[src/rtl/ls_gate_bank_filtered.sv]
// ============================================================================
// Module   : ls_gate_bank_filtered
// Function : CHANNELS 2-input gates with a selectable function, 2-flop input
//            synchronisers, per-channel stability filters, registered outputs.
//            Optional per-channel edge counters: define GATE_EDGE_CNT_EN.
// Revision : 1.0 - initial release
// ============================================================================
`default_nettype none

module ls_gate_bank_filtered #(
    parameter int CHANNELS    = 4,
    parameter int FILT_CYCLES = 3,
    parameter int CNT_W       = 8
) (
    input  logic                      clk,
    input  logic                      rst,
    input  logic [CHANNELS-1:0]       a,
    input  logic [CHANNELS-1:0]       b,
    input  logic [2:0]                func_sel,
    input  logic                      func_load,
    output logic                      func_ready,
    output logic [CHANNELS-1:0]       y,
    output logic                      y_valid,
    output logic [CHANNELS-1:0]       y_edge,
    output logic [CHANNELS*CNT_W-1:0] edge_cnt,
    input  logic                      cnt_clr
);

    localparam int FCW = (FILT_CYCLES > 1) ? $clog2(FILT_CYCLES) : 1;
    localparam int STW = $clog2(FILT_CYCLES + 3);

    localparam logic [FCW-1:0] c_filt_last = FCW'(FILT_CYCLES - 1);
    localparam logic [STW-1:0] c_stl_load  = STW'(FILT_CYCLES + 2);

    localparam logic [2:0] c_f_nand = 3'b000;
    localparam logic [2:0] c_f_and  = 3'b001;
    localparam logic [2:0] c_f_nor  = 3'b010;
    localparam logic [2:0] c_f_or   = 3'b011;
    localparam logic [2:0] c_f_xor  = 3'b100;
    localparam logic [2:0] c_f_xnor = 3'b101;
    localparam logic [2:0] c_f_na   = 3'b110;
    localparam logic [2:0] c_f_a    = 3'b111;

    logic [CHANNELS-1:0] r_a_s1, r_a_s2, r_b_s1, r_b_s2;
    logic [2:0]          r_func_q;
    logic [STW-1:0]      r_stl;
    logic [CHANNELS-1:0] w_raw;
    logic [CHANNELS-1:0] w_y;
    logic [CHANNELS-1:0] r_y_d;
    logic [CHANNELS-1:0] r_y_edge;
    logic                w_ready;

    always_ff @(posedge clk or posedge rst) begin
        if (rst) begin
            r_a_s1 <= '0;
            r_a_s2 <= '0;
            r_b_s1 <= '0;
            r_b_s2 <= '0;
        end else begin
            r_a_s1 <= a;
            r_a_s2 <= r_a_s1;
            r_b_s1 <= b;
            r_b_s2 <= r_b_s1;
        end
    end

    always_comb begin
        w_raw = '0;
        case (r_func_q)
            c_f_nand: w_raw = ~(r_a_s2 & r_b_s2);
            c_f_and:  w_raw =   r_a_s2 & r_b_s2;
            c_f_nor:  w_raw = ~(r_a_s2 | r_b_s2);
            c_f_or:   w_raw =   r_a_s2 | r_b_s2;
            c_f_xor:  w_raw =   r_a_s2 ^ r_b_s2;
            c_f_xnor: w_raw = ~(r_a_s2 ^ r_b_s2);
            c_f_na:   w_raw = ~r_a_s2;
            c_f_a:    w_raw =  r_a_s2;
            default:  w_raw = '0;
        endcase
    end

    // A result must disagree with y for FILT_CYCLES consecutive clocks to be taken.
    generate
        for (genvar i = 0; i < CHANNELS; i++) begin : g_filt
            logic [FCW-1:0] r_cnt;
            logic           r_ch_y;

            always_ff @(posedge clk or posedge rst) begin
                if (rst) begin
                    r_cnt  <= '0;
                    r_ch_y <= 1'b1;
                end else if (w_raw[i] == r_ch_y) begin
                    r_cnt  <= '0;
                end else if (r_cnt == c_filt_last) begin
                    r_ch_y <= w_raw[i];
                    r_cnt  <= '0;
                end else begin
                    r_cnt  <= r_cnt + 1'b1;
                end
            end

            assign w_y[i] = r_ch_y;
        end
    endgenerate

    always_ff @(posedge clk or posedge rst) begin
        if (rst) begin
            r_y_d    <= '1;
            r_y_edge <= '0;
        end else begin
            r_y_d    <= w_y;
            r_y_edge <= w_y ^ r_y_d;
        end
    end

    assign w_ready = (r_stl == '0);

    // Settle window covers synchroniser plus filter so y_valid implies y follows func_q.
    always_ff @(posedge clk or posedge rst) begin
        if (rst) begin
            r_func_q <= c_f_nand;
            r_stl    <= c_stl_load;
        end else if (func_load && w_ready) begin
            r_func_q <= func_sel;
            r_stl    <= c_stl_load;
        end else if (!w_ready) begin
            r_stl    <= r_stl - 1'b1;
        end
    end

    assign y          = w_y;
    assign y_edge     = r_y_edge;
    assign func_ready = w_ready;
    assign y_valid    = w_ready;

`ifdef GATE_EDGE_CNT_EN
    generate
        for (genvar i = 0; i < CHANNELS; i++) begin : g_ecnt
            logic [CNT_W-1:0] r_ec;

            always_ff @(posedge clk or posedge rst) begin
                if (rst) begin
                    r_ec <= '0;
                end else if (cnt_clr) begin
                    r_ec <= '0;
                end else if (r_y_edge[i] && (r_ec != {CNT_W{1'b1}})) begin
                    r_ec <= r_ec + 1'b1;
                end
            end

            assign edge_cnt[i*CNT_W +: CNT_W] = r_ec;
        end
    endgenerate
`else
    logic w_unused_cnt_clr;
    assign w_unused_cnt_clr = cnt_clr;
    assign edge_cnt         = '0;
`endif

endmodule

`default_nettype wire

[config.mk]
export PLATFORM = sky130hd
export DESIGN_NAME = ls_gate_bank_filtered
export DESIGN_NICKNAME = d
export VERILOG_FILES = /design/src/rtl/ls_gate_bank_filtered.sv
export SDC_FILE = /design/constraint.sdc
export NUM_CORES = 1
export LEC_CHECK = 0
export ABC_AREA = 1
export CAP_MARGIN = 20
export CORE_MARGIN = 2
export CORE_UTILIZATION = 45
export DETAILED_ROUTE_END_ITERATION = 8
export GPL_TIMING_DRIVEN = 0
export PLACE_DENSITY = 0.8
export SLEW_MARGIN = 10
export SYNTH_ARGS = -nofsm -noshare
export SYNTH_HDL_FRONTEND = slang
export SYNTH_SLANG_ARGS = --single-unit
[constraint.sdc]
create_clock -name clk -period 1.49 [get_ports clk]
set_clock_uncertainty 0.15 [all_clocks]
set_input_delay 0.2235 -clock clk [delete_from_list [all_inputs] [get_ports clk]]
set_output_delay 0.2235 -clock clk [all_outputs]
set_load 0.01 [all_outputs]
==> Yosys cells after proc, flatten, opt, wreduce, memory -nomap -nowiden <==
Cells that the tools add are included.
{ "word_totals": {"wordCells": 67, "ff_bits": 42, "inputBits": 15} }
{ "classes": {"bitwise_logic": 12, "n_reduce_logical": 7, "mux": 11, "n_eq_ne": 16, "add_sub_neg": 5} }
{ "ops": {"columns": ["operator", "n"], "rows": [
  ["$pmux W4 S8", 1],
  ["$mux W2", 8],
  ["$not A4 Y4", 4],
  ["$eq A3 B3 Y1 const B", 4],
  ["$add A2 B1 Y2 const B", 4],
  ["$eq A2 B2 Y1 const B", 4],
  ["$reduce_and A2 Y1", 4],
  ["$xor A4 B4 Y4", 2],
  ["$eq A3 B2 Y1 const B", 2],
  ["$logic_not A3 Y1", 2],
  ["$mux W3", 2],
  ["$and A4 B4 Y4", 1],
  ["$eq A1 B1 Y1", 4],
  ["$not A1 Y1", 4],
  ["$or A4 B4 Y4", 1],
  ["$eq A3 B1 Y1 const B", 1],
  ["$sub A3 B1 Y3 const B", 1],
  ["$ne A2 B1 Y1 const B", 1],
  ["$logic_and A1 B1 Y1", 1]
]} }

==> Logic depth before layout (Yosys ltp) <==
Gate-level depths: netlist of the first run.
{ "logic_depth": {"ltp_word": 6, "mapped_depth": 10, "mapped_depth_nobuf": 10} }

==> Worst setup path after synthesis of the first run <==
No wires, ideal clock.
{ "synth_timing": {"kind": "reg2reg", "from": "register r_a_s2[2]", "to": "register g_filt[2].r_cnt[0]", "synth_period_minus_slack_ps": 1483, "t_arrival_ps": 1218, "stages_incl_launch_ff": 11, "setup_time_ps": 115, "setup_slack_ps": 7, "cell_sequence": "dfrtp_1 inv_1 ha_1 inv_1 nand4_1 nand2_1 nor2_1 nand2_1 nand3_1 nand2_1 nor2_1"} }
{ "synth_between": {"elab_chain_len": 5, "elab_cells_between_ends": 10, "classes_between": "eq/ne: 1; mux: 2; bitwise: 7"} }
{ "synth_rtl": {"columns": ["item", "line", "rtl"], "rows": [
  ["from (decl)", "44", "logic [CHANNELS-1:0] r_a_s1, r_a_s2, r_b_s1, r_b_s2;"],
  ["from (signal assigned)", "61", "r_a_s2 <= r_a_s1;"],
  ["$xor A4 B4 Y4, or another cell as far along", "74, 75", null],
  ["$not A4 Y4, on equally long branches", "75, 70, 72", null],
  ["$pmux W4 S8 (*)", "69", "case (r_func_q)"],
  ["$eq A1 B1 Y1 (*)", "92", "end else if (w_raw[i] == r_ch_y) begin"],
  ["$mux W2 (*)", "92", null],
  ["to (signal assigned)", "98", "r_cnt <= r_cnt + 1'b1;"],
  ["to (decl)", "85", "logic [FCW-1:0] r_cnt;"]
]} }
Mark *: on every way between the ends. The rest lies on a longest branch, timed or not.
A chain may end at the register's enable or synchronous reset.

==> Worst setup path after layout of the first run <==
{ "layout_timing": {"from": "register r_stl[0]", "to": "output port y_valid"} }
{ "layout_between": {"elab_chain_len": 1} }
{ "layout_rtl": {"columns": ["item", "line", "rtl"], "rows": [
  ["from (decl)", "46", "logic [STW-1:0] r_stl;"],
  ["from (signal assigned)", "122", "r_stl <= c_stl_load;"],
  ["from (signal assigned)", "125", "r_stl <= c_stl_load;"],
  ["from (signal assigned)", "127", "r_stl <= r_stl - 1'b1;"],
  ["$logic_not A3 Y1", "116", "assign w_ready = (r_stl == '0);"],
  ["to (decl)", "23", "output logic y_valid,"]
]} }
No other way between the ends.

==> metrics.md, run 1 <==
| Metric | Value |
|---|---|
| Outcome | `finished with violations` |
| Violated checks | `setup timing` |
| Actual slew at the worst max-slew pin | `between 0.8 and 0.9 ns` |
| Max H-tree Level | `2` |
| CP max stage delay | `~0.55 ns` |
| PD cells | `roughly 1700 nW/um^2` |
| Design Power | `roughly 0.0053 W` |
| WS Path Type | `reg2out` |
| CP arrival | `around 1.4 ns` |
| Area leader, netlist | `dfrtp_1` |
| Root Driver | `clkbuf_8` |
| Area Growth Syn to Fin | `33.4%` |
| Maximum vdd drop | `around 1200 uV` |
| Crit. End Element | `output port` |
| Flop2flop setup slack | `-0.21 ns` |
| Core area | `between 5000 and 6000 sq um` |
| Fillers | `432` |
| Number of global-route vias before repair | `1786` |
| Pint | `~0.0032 W` |
| Setup crit start kind | `register` |
| Crit-path max FO | `3` |
| Total number of vias | `slightly below 2000` |
| Max Slew Vio Count | `0` |
| Syn Area/Cell | `about 8.5 sq um` |
| RSZ-0062 raised after global routing | `yes` |
| Seq/Total Area, Yosys | `approximately 44%` |
| Logic gate share of total power | `between 50% and 60%` |
| Top-area cell type share of the netlist area | `roughly a third` |
| Cts hold-fix bufs | `0` |
| DRC viols | `0` |
| IO Pins | `57` |
| Fin worst setup slack | `-0.243 ns` |
| Worst-path cell chain | `inv_2 -> ha_4 -> nand2_4 -> inv_2 -> buf_6 -> buf_6` |
| Post-route setup TNS | `-1.08 ns` |
| Most frequent cell after synthesis | `nand2_1` |
| WP buf/inv | `4` |
| Die Area | `between 5000 and 6000 sq um` |
| Switching power | `0.00208 W` |
| Fin util | `between 60% and 70%` |
| Mapped cell area | `2410 sq um` |
| Clock Pin Slew Worst Setup and Hold Paths | `about 0.08 ns` |
| CP max stage cell | `dfstp_2` |
| Clock Tree Buf Depth | `2` |
| Final setup viols | `11` |
| EDFF count, synth | `0` |
| IO buf count | `23` |
| TritonCTS clock tree | `done` |
| HP Class | `reg2reg` |
| Cell count after synthesis | `around 290` |
| Slew HR | `44.7%` |
| Fin. Hold Viols | `0` |
| DP Wirelength | `2.91 mm` |
| Antenna Cells | `0` |
| Net Sw Frac | `about two fifths` |
| P_leak | `around 1.8 nW` |
| Synth Flop Type | `dfrtp_1` |
| Nets | `a little under 400` |
| YS warnings | `0` |
| Final GP Congestion | `0.869` |
| CTS Buf Count | `5` |
| Hold_ws | `0.200 ns` |
| Share of post-route cells with drive strength above 1 | `a little under two fifths` |
| Die Y | `around 77 um` |
| Post-DR vias/cell | `4.43` |
| GRT Overall Usage | `between 10% and 20%` |
| Clock Power Share | `a little over an eighth` |
| Critical path required time | `1.12 ns` |
| Final WL | `roughly 4.4 mm` |
| Tmin final | `1.73 ns` |
| Clk Latency, worst-skew pair | `around 0.30 ns` |
| First-pass GRT wire length | `roughly 7.4 mm` |
| Largest net degree at the start of global routing | `43` |
| Top Family by Delay on Critical Path | `flip-flops` |
| Seq pwr share | `around 33%` |
| Fin area | `approximately 3200 sq um` |
| Area contributors post-synth | `dfrtp_1 33%, buf_4 12%, dfstp_2 11%` |
| Max Fclk | `577 MHz` |
| Commonest cells post-synth | `54 x nand2_1, 39 x inv_1, 37 x buf_4` |
| Starting Density | `46.9%` |
| DRT Pass-1 Iters | `5` |
| Antenna violations before repair | `0` |
| Post-synth cell types | `23` |
| DRT antenna net count | `0` |
| Max Cap Viol | `0` |
| Number of DRC markers in iteration 0 | `between 40 and 50` |
| #FFs+latches synth | `42` |
| GR Overflow Total | `0` |
| Die Width | `slightly below 80 um` |
| Dpl cell area | `around 2800 sq um` |
| Clk sink count | `42` |
| Async set-reset flop share out of synthesis | `100%` |
| Site Rows | `26` |
| DR WL/cell | `9.98 um` |
| Period utilisation layout | `116%` |
cells by family (layout without fill, tap and decap cells):
group	count (synthesis)	count (layout)	synth area share [%]
AO/OA/AOI/OAI	11	11	2.34
XOR/XNOR	4	4	1.45
adder cells (fa/ha/maj)	10	10	5.19
buffers and inverters	85	137	21.2
flip-flops	42	42	44.1
other	1	32	0.156
AND/OR/NAND/NOR	132	132	25.6
worst reg2reg max path: cells and delay by family, from the launching register on:
family | cells | cell delay [ns]
AO/OA/AOI/OAI | 1 | 0.06
AND/OR/NAND/NOR | 3 | 0.20
buffers and inverters | 6 | 0.68
adder cells (fa/ha/maj) | 1 | 0.14
flip-flops | 1 | 0.39
registers in the layout (all words and copies together), names as in the netlist:
| register | count |
|---|---|
| g_filt.r_cnt | 8 |
| r_b_s1 | 4 |
| r_func_q | 3 |
| y_edge | 4 |
| r_a_s2 | 4 |
| r_stl | 3 |
| r_a_s1 | 4 |
| r_y_d | 4 |
| g_filt.r_ch_y | 4 |
| r_b_s2 | 4 |
power by group through the flow:
stage | logic (W) | clock network (W) | registers, W
after global routing | 0.00318 | 0.000783 | 0.00180
after CTS | 0.00268 | 0.000740 | 0.00175
after detailed placement | 0.00232 | 0 | 0.00185
final | 0.00287 | 0.000710 | 0.00175
after floorplan | 0.00170 | 0 | 0.00183
after global placement | 0.00225 | 0 | 0.00182
area by class of cell:
class / count / area (sq um) / share of cell area [%]
Buffer: 44 / 360 / 11.2
Tap cell: 70 / 87.6 / 2.72
Clock inverter: 2 / 13.8 / 0.428
Multi-Input combinational cell: 189 / 1100 / 34.1
Inverter: 41 / 159 / 4.94
Timing Repair Buffer: 44 / 363 / 11.3
Clock buffer: 6 / 72.6 / 2.26
Sequential cell: 42 / 1060 / 33.1
routing by layer:
| metal | wire length, um | share of wire (%) | track usage [%] |
|---|---|---|---|
| met3 | 271 | 6.2 | 4.12 |
| met1 | 1770 | 40 | 17.8 |
| met4 | 92 | 2.1 | 7.86 |
| met5 | 0 | 0 | 0 |
| met2 | 2240 | 51 | 26.5 |
path summary, 6_finish.rpt:
check,to,startpoint,cells past startpoint
setup / recovery,y_valid,r_stl[0]$_DFFE_PP1P_,6
hold / removal,r_b_s2[1]$_DFF_PP0_,r_b_s1[1]$_DFF_PP0_,0
setup reg to reg,r_stl[1]$_DFFE_PP0P_,r_stl[1]$_DFFE_PP0P_,11
hold reg to reg,r_b_s2[1]$_DFF_PP0_,r_b_s1[1]$_DFF_PP0_,0
max in group asynchronous,y_edge[1]$_DFF_PP0_,rst,2
min in group asynchronous,r_b_s2[1]$_DFF_PP0_,rst,2
metrics by stage:
stage | worst slack (ns) | instances
6_report | -0.243 | 438
5_1_grt | -0.276 | 438
4_1_cts | -0.239 | 437
3_5_place_dp | -0.404 | 409
3_3_place_gp | -0.611 | 409
2_1_floorplan | 0.00740 | 316
cell usage in the layout (no fill, tap or decap), drive strengths merged:
cell	instances
nand2	55
or2	7
clkdlybuf4s50	13
clkinv	2
a31oi	1
conb	32
o21ai	3
ha	10
dfstp	10
nand4	24
a21oi	7
clkbuf	6
dfrtp	32
nand3	10
buf	71
nor2	36
dlygate4sd2	4
xor2	4
inv	41
repair_timing:
item,4_1_cts,5_1_grt
resized for setup,61,18
buffers inserted,22,1
pin swaps,17,16
endpoints found under the hold margin,0,0
endpoints found under the setup margin,24,20
Power figures use the tool's default switching activity.
==> run 2, diff against run 1 <==
Settings changed: GPL_TIMING_DRIVEN 0 to not set, REMOVE_ABC_BUFFERS set to 1.
==> run 2 against run 1 <==
The run still ends with setup timing left. Register-to-register slack better by 0.06 ns. Flip-flop and latch count unchanged. Cell count fell by 8.2%. Hold slack worse by 0.065 ns. Fmax grew 5.8%. Critical path type unchanged. Non-clock buffer count down 36. Worst setup slack gained 0.095 ns. Sequential share of layout area rose by 2.2 points. Die area stayed put. Largest cell class unchanged. Combinational power is 7% lower. Total power increased by 0.63%. Via count down 4.3%. Highest routed layer unchanged.
==> metrics.md, run 2 (same netlist as run 1, synthesis figures left out) <==
| Metric | Value |
|---|---|
| Outcome | `finished with violations` |
| Violated checks | `setup timing` |
| Tmin final | `1.64 ns` |
| Maximum vdd drop | `roughly 1200 uV` |
| Crit. End Element | `output port` |
| Cts hold-fix bufs | `0` |
| TritonCTS clock tree | `done` |
| Pint | `0.00327 W` |
| Post-DR vias/cell | `between 4 and 5` |
| Fin worst setup slack | `-0.149 ns` |
| Switching power | `0.00210 W` |
| P_leak | `~1.6 nW` |
| GR Overflow Total | `0` |
| First-pass GRT wire length | `7.45 mm` |
| Final WL | `4.34 mm` |
| Number of DRC markers in iteration 0 | `83` |
| Fin. Hold Viols | `0` |
| Crit-path max FO | `3` |
| Critical R2R Capture | `r_stl[1]$_DFFE_PP0P_` |
| IO buf count | `23` |
| Site Rows | `26` |
| Antenna Cells | `0` |
| Total number of vias | `about 1900` |
| Die Width | `a little under 80 um` |
| Logic gate share of total power | `between 50% and 60%` |
| IO Pins | `57` |
| Share of post-route cells with drive strength above 1 | `between 30% and 40%` |
| Area Growth Syn to Fin | `25.5%` |
| Max Fclk | `between 600 and 700 MHz` |
| Die Area | `just under 6000 sq um` |
| Final setup viols | `14` |
| PD cells | `between 1500 and 2000 nW/um^2` |
| Critical path required time | `~1.1 ns` |
| Period utilisation layout | `110%` |
| Commonest non-fill, non-tap cells in the layout | `47 x nand2_1, 32 x conb_1, 30 x dfrtp_1, 26 x nor2_1, 26 x buf_4` |
| Clk Latency, worst-skew pair | `0.30 ns` |
| Root Driver | `clkbuf_8` |
| Max H-tree Level | `2` |
| CTS Buf Count | `5` |
| Clk sink count | `42` |
| Final GP Congestion | `0.884` |
| Register area | `between 1000 and 1500 sq um` |
| Clock Power Share | `around 16%` |
| Setup crit start kind | `register` |
| Starting Density | `46.9%` |
| DR WL/cell | `~11 um` |
| Fin util | `58.9%` |
| Fillers | `468` |
| DRT antenna net count | `0` |
| CP arrival | `1.27 ns` |
| Die Y | `about 77 um` |
| Clock Tree Buf Depth | `2` |
| HP Class | `in2async` |
| GRT Overall Usage | `about 15%` |
| RR Startpoint | `r_stl[1]$_DFFE_PP0P_` |
| Number of global-route vias before repair | `about 1800` |
| Max reg flops | `8` |
| RSZ-0062 raised after global routing | `yes` |
| DRC viols | `0` |
| Most flop-heavy register | `g_filt.r_cnt` |
| CP max stage delay | `0.54 ns` |
| DRT Pass-1 Iters | `4` |
| Crit-path most repeated cell | `inv_2` |
| Nets | `roughly 360` |
| DP Wirelength | `about 2.7 mm` |
| Multi-input gate area | `roughly 1100 sq um` |
| Depth of the most critical reg-to-reg path | `10` |
| Commonest non-fill, non-tap cell in the layout | `nand2_1` |
| CP max stage cell | `dfstp_2` |
| DP Worst Slack | `-0.243 ns` |
| Antenna violations before repair | `0` |
| Max Slew Vio Count | `0` |
| Clock Pin Slew Worst Setup and Hold Paths | `0.08 ns` |
| WS Path Type | `reg2out` |
| Net Sw Frac | `between 30 and 40%` |
| Core area | `between 5000 and 6000 sq um` |
| Max Cap Viol | `0` |
| Largest net degree at the start of global routing | `between 40 and 50` |
| Seq pwr share | `around 34%` |
| Worst-path cell chain | `inv_2 -> ha_4 -> nand2_4 -> inv_2 -> buf_6` |
| Flop2flop setup slack | `-0.15 ns` |
-- run 2: critical path: cells and delay by family, from the launching register on --
kind / cells / cell delay [ns]
DFF: 1 / 0.54
buffers and inverters: 3 / 0.21
adders and majority gates: 1 / 0.16
and+or+nand+nor: 1 / 0.05
-- run 2: cell type report --
cell class                 count  area share (%)
multi-input combinational    189            37.8
tap                           70            2.89
sequential                    42            35.2
inverter                      41            5.17
clock inverter                 3            1.32
clock buffer                   5            2.27
timing repair buffer          52            15.3
-- run 2: power by group through the flow --
stage / sequential [W] / combinational (W) / clock, W
global route: 0.00186 / 0.00302 / 0.000946
CTS: 0.00179 / 0.00233 / 0.000900
floorplan: 0.00200 / 0.00119 / 0
finish: 0.00180 / 0.00268 / 0.000873
detailed placement: 0.00181 / 0.00222 / 0
global placement: 0.00179 / 0.00214 / 0
-- run 2: timing repair --
item,in CTS,in global routing
setup endpoints to repair,26,22
setup buffers,8,6
resized for setup,47,35
pin swaps,19,22
-- run 2: worst max-delay path by stage --
stage | from | end | slack, ns
6_report | r_stl[0]$_DFFE_PP1P_ | func_ready | -0.15
3_3_place_gp | r_stl[0]$_DFFE_PP1P_ | func_ready | -0.23
3_5_place_dp | r_stl[0]$_DFFE_PP1P_ | func_ready | -0.24
2_1_floorplan | r_func_q[2]$_DFFE_PP0P_ | g_filt[2].r_cnt[0]$_DFF_PP0_ | -0.14
4_1_cts | r_stl[0]$_DFFE_PP1P_ | func_ready | -0.15
5_1_grt | r_stl[0]$_DFFE_PP1P_ | func_ready | -0.20
-- run 2: layer usage --
metal,track usage (%),vias to the layer above,part of all wire [%]
li1,-,908,-
met1,16.9,864,39
met5,0,-,0
met3,3.76,10,6.3
met2,28.2,73,53
met4,6.96,0,2.2
-- run 2: per-stage QoR --
step,setup TNS [ns],instance area [sq um],power (W),hold slack [ns],instances
global placement,-0.842,2610,0.00393,0.181,380
floorplan,-1.24,2170,0.00319,0.105,272
detailed placement,-1.45,2610,0.00403,0.186,380
global route,-2.77,3030,0.00583,0.155,402
CTS,-0.682,2860,0.00502,0.141,396
finish,-1.21,3030,0.00536,0.135,402
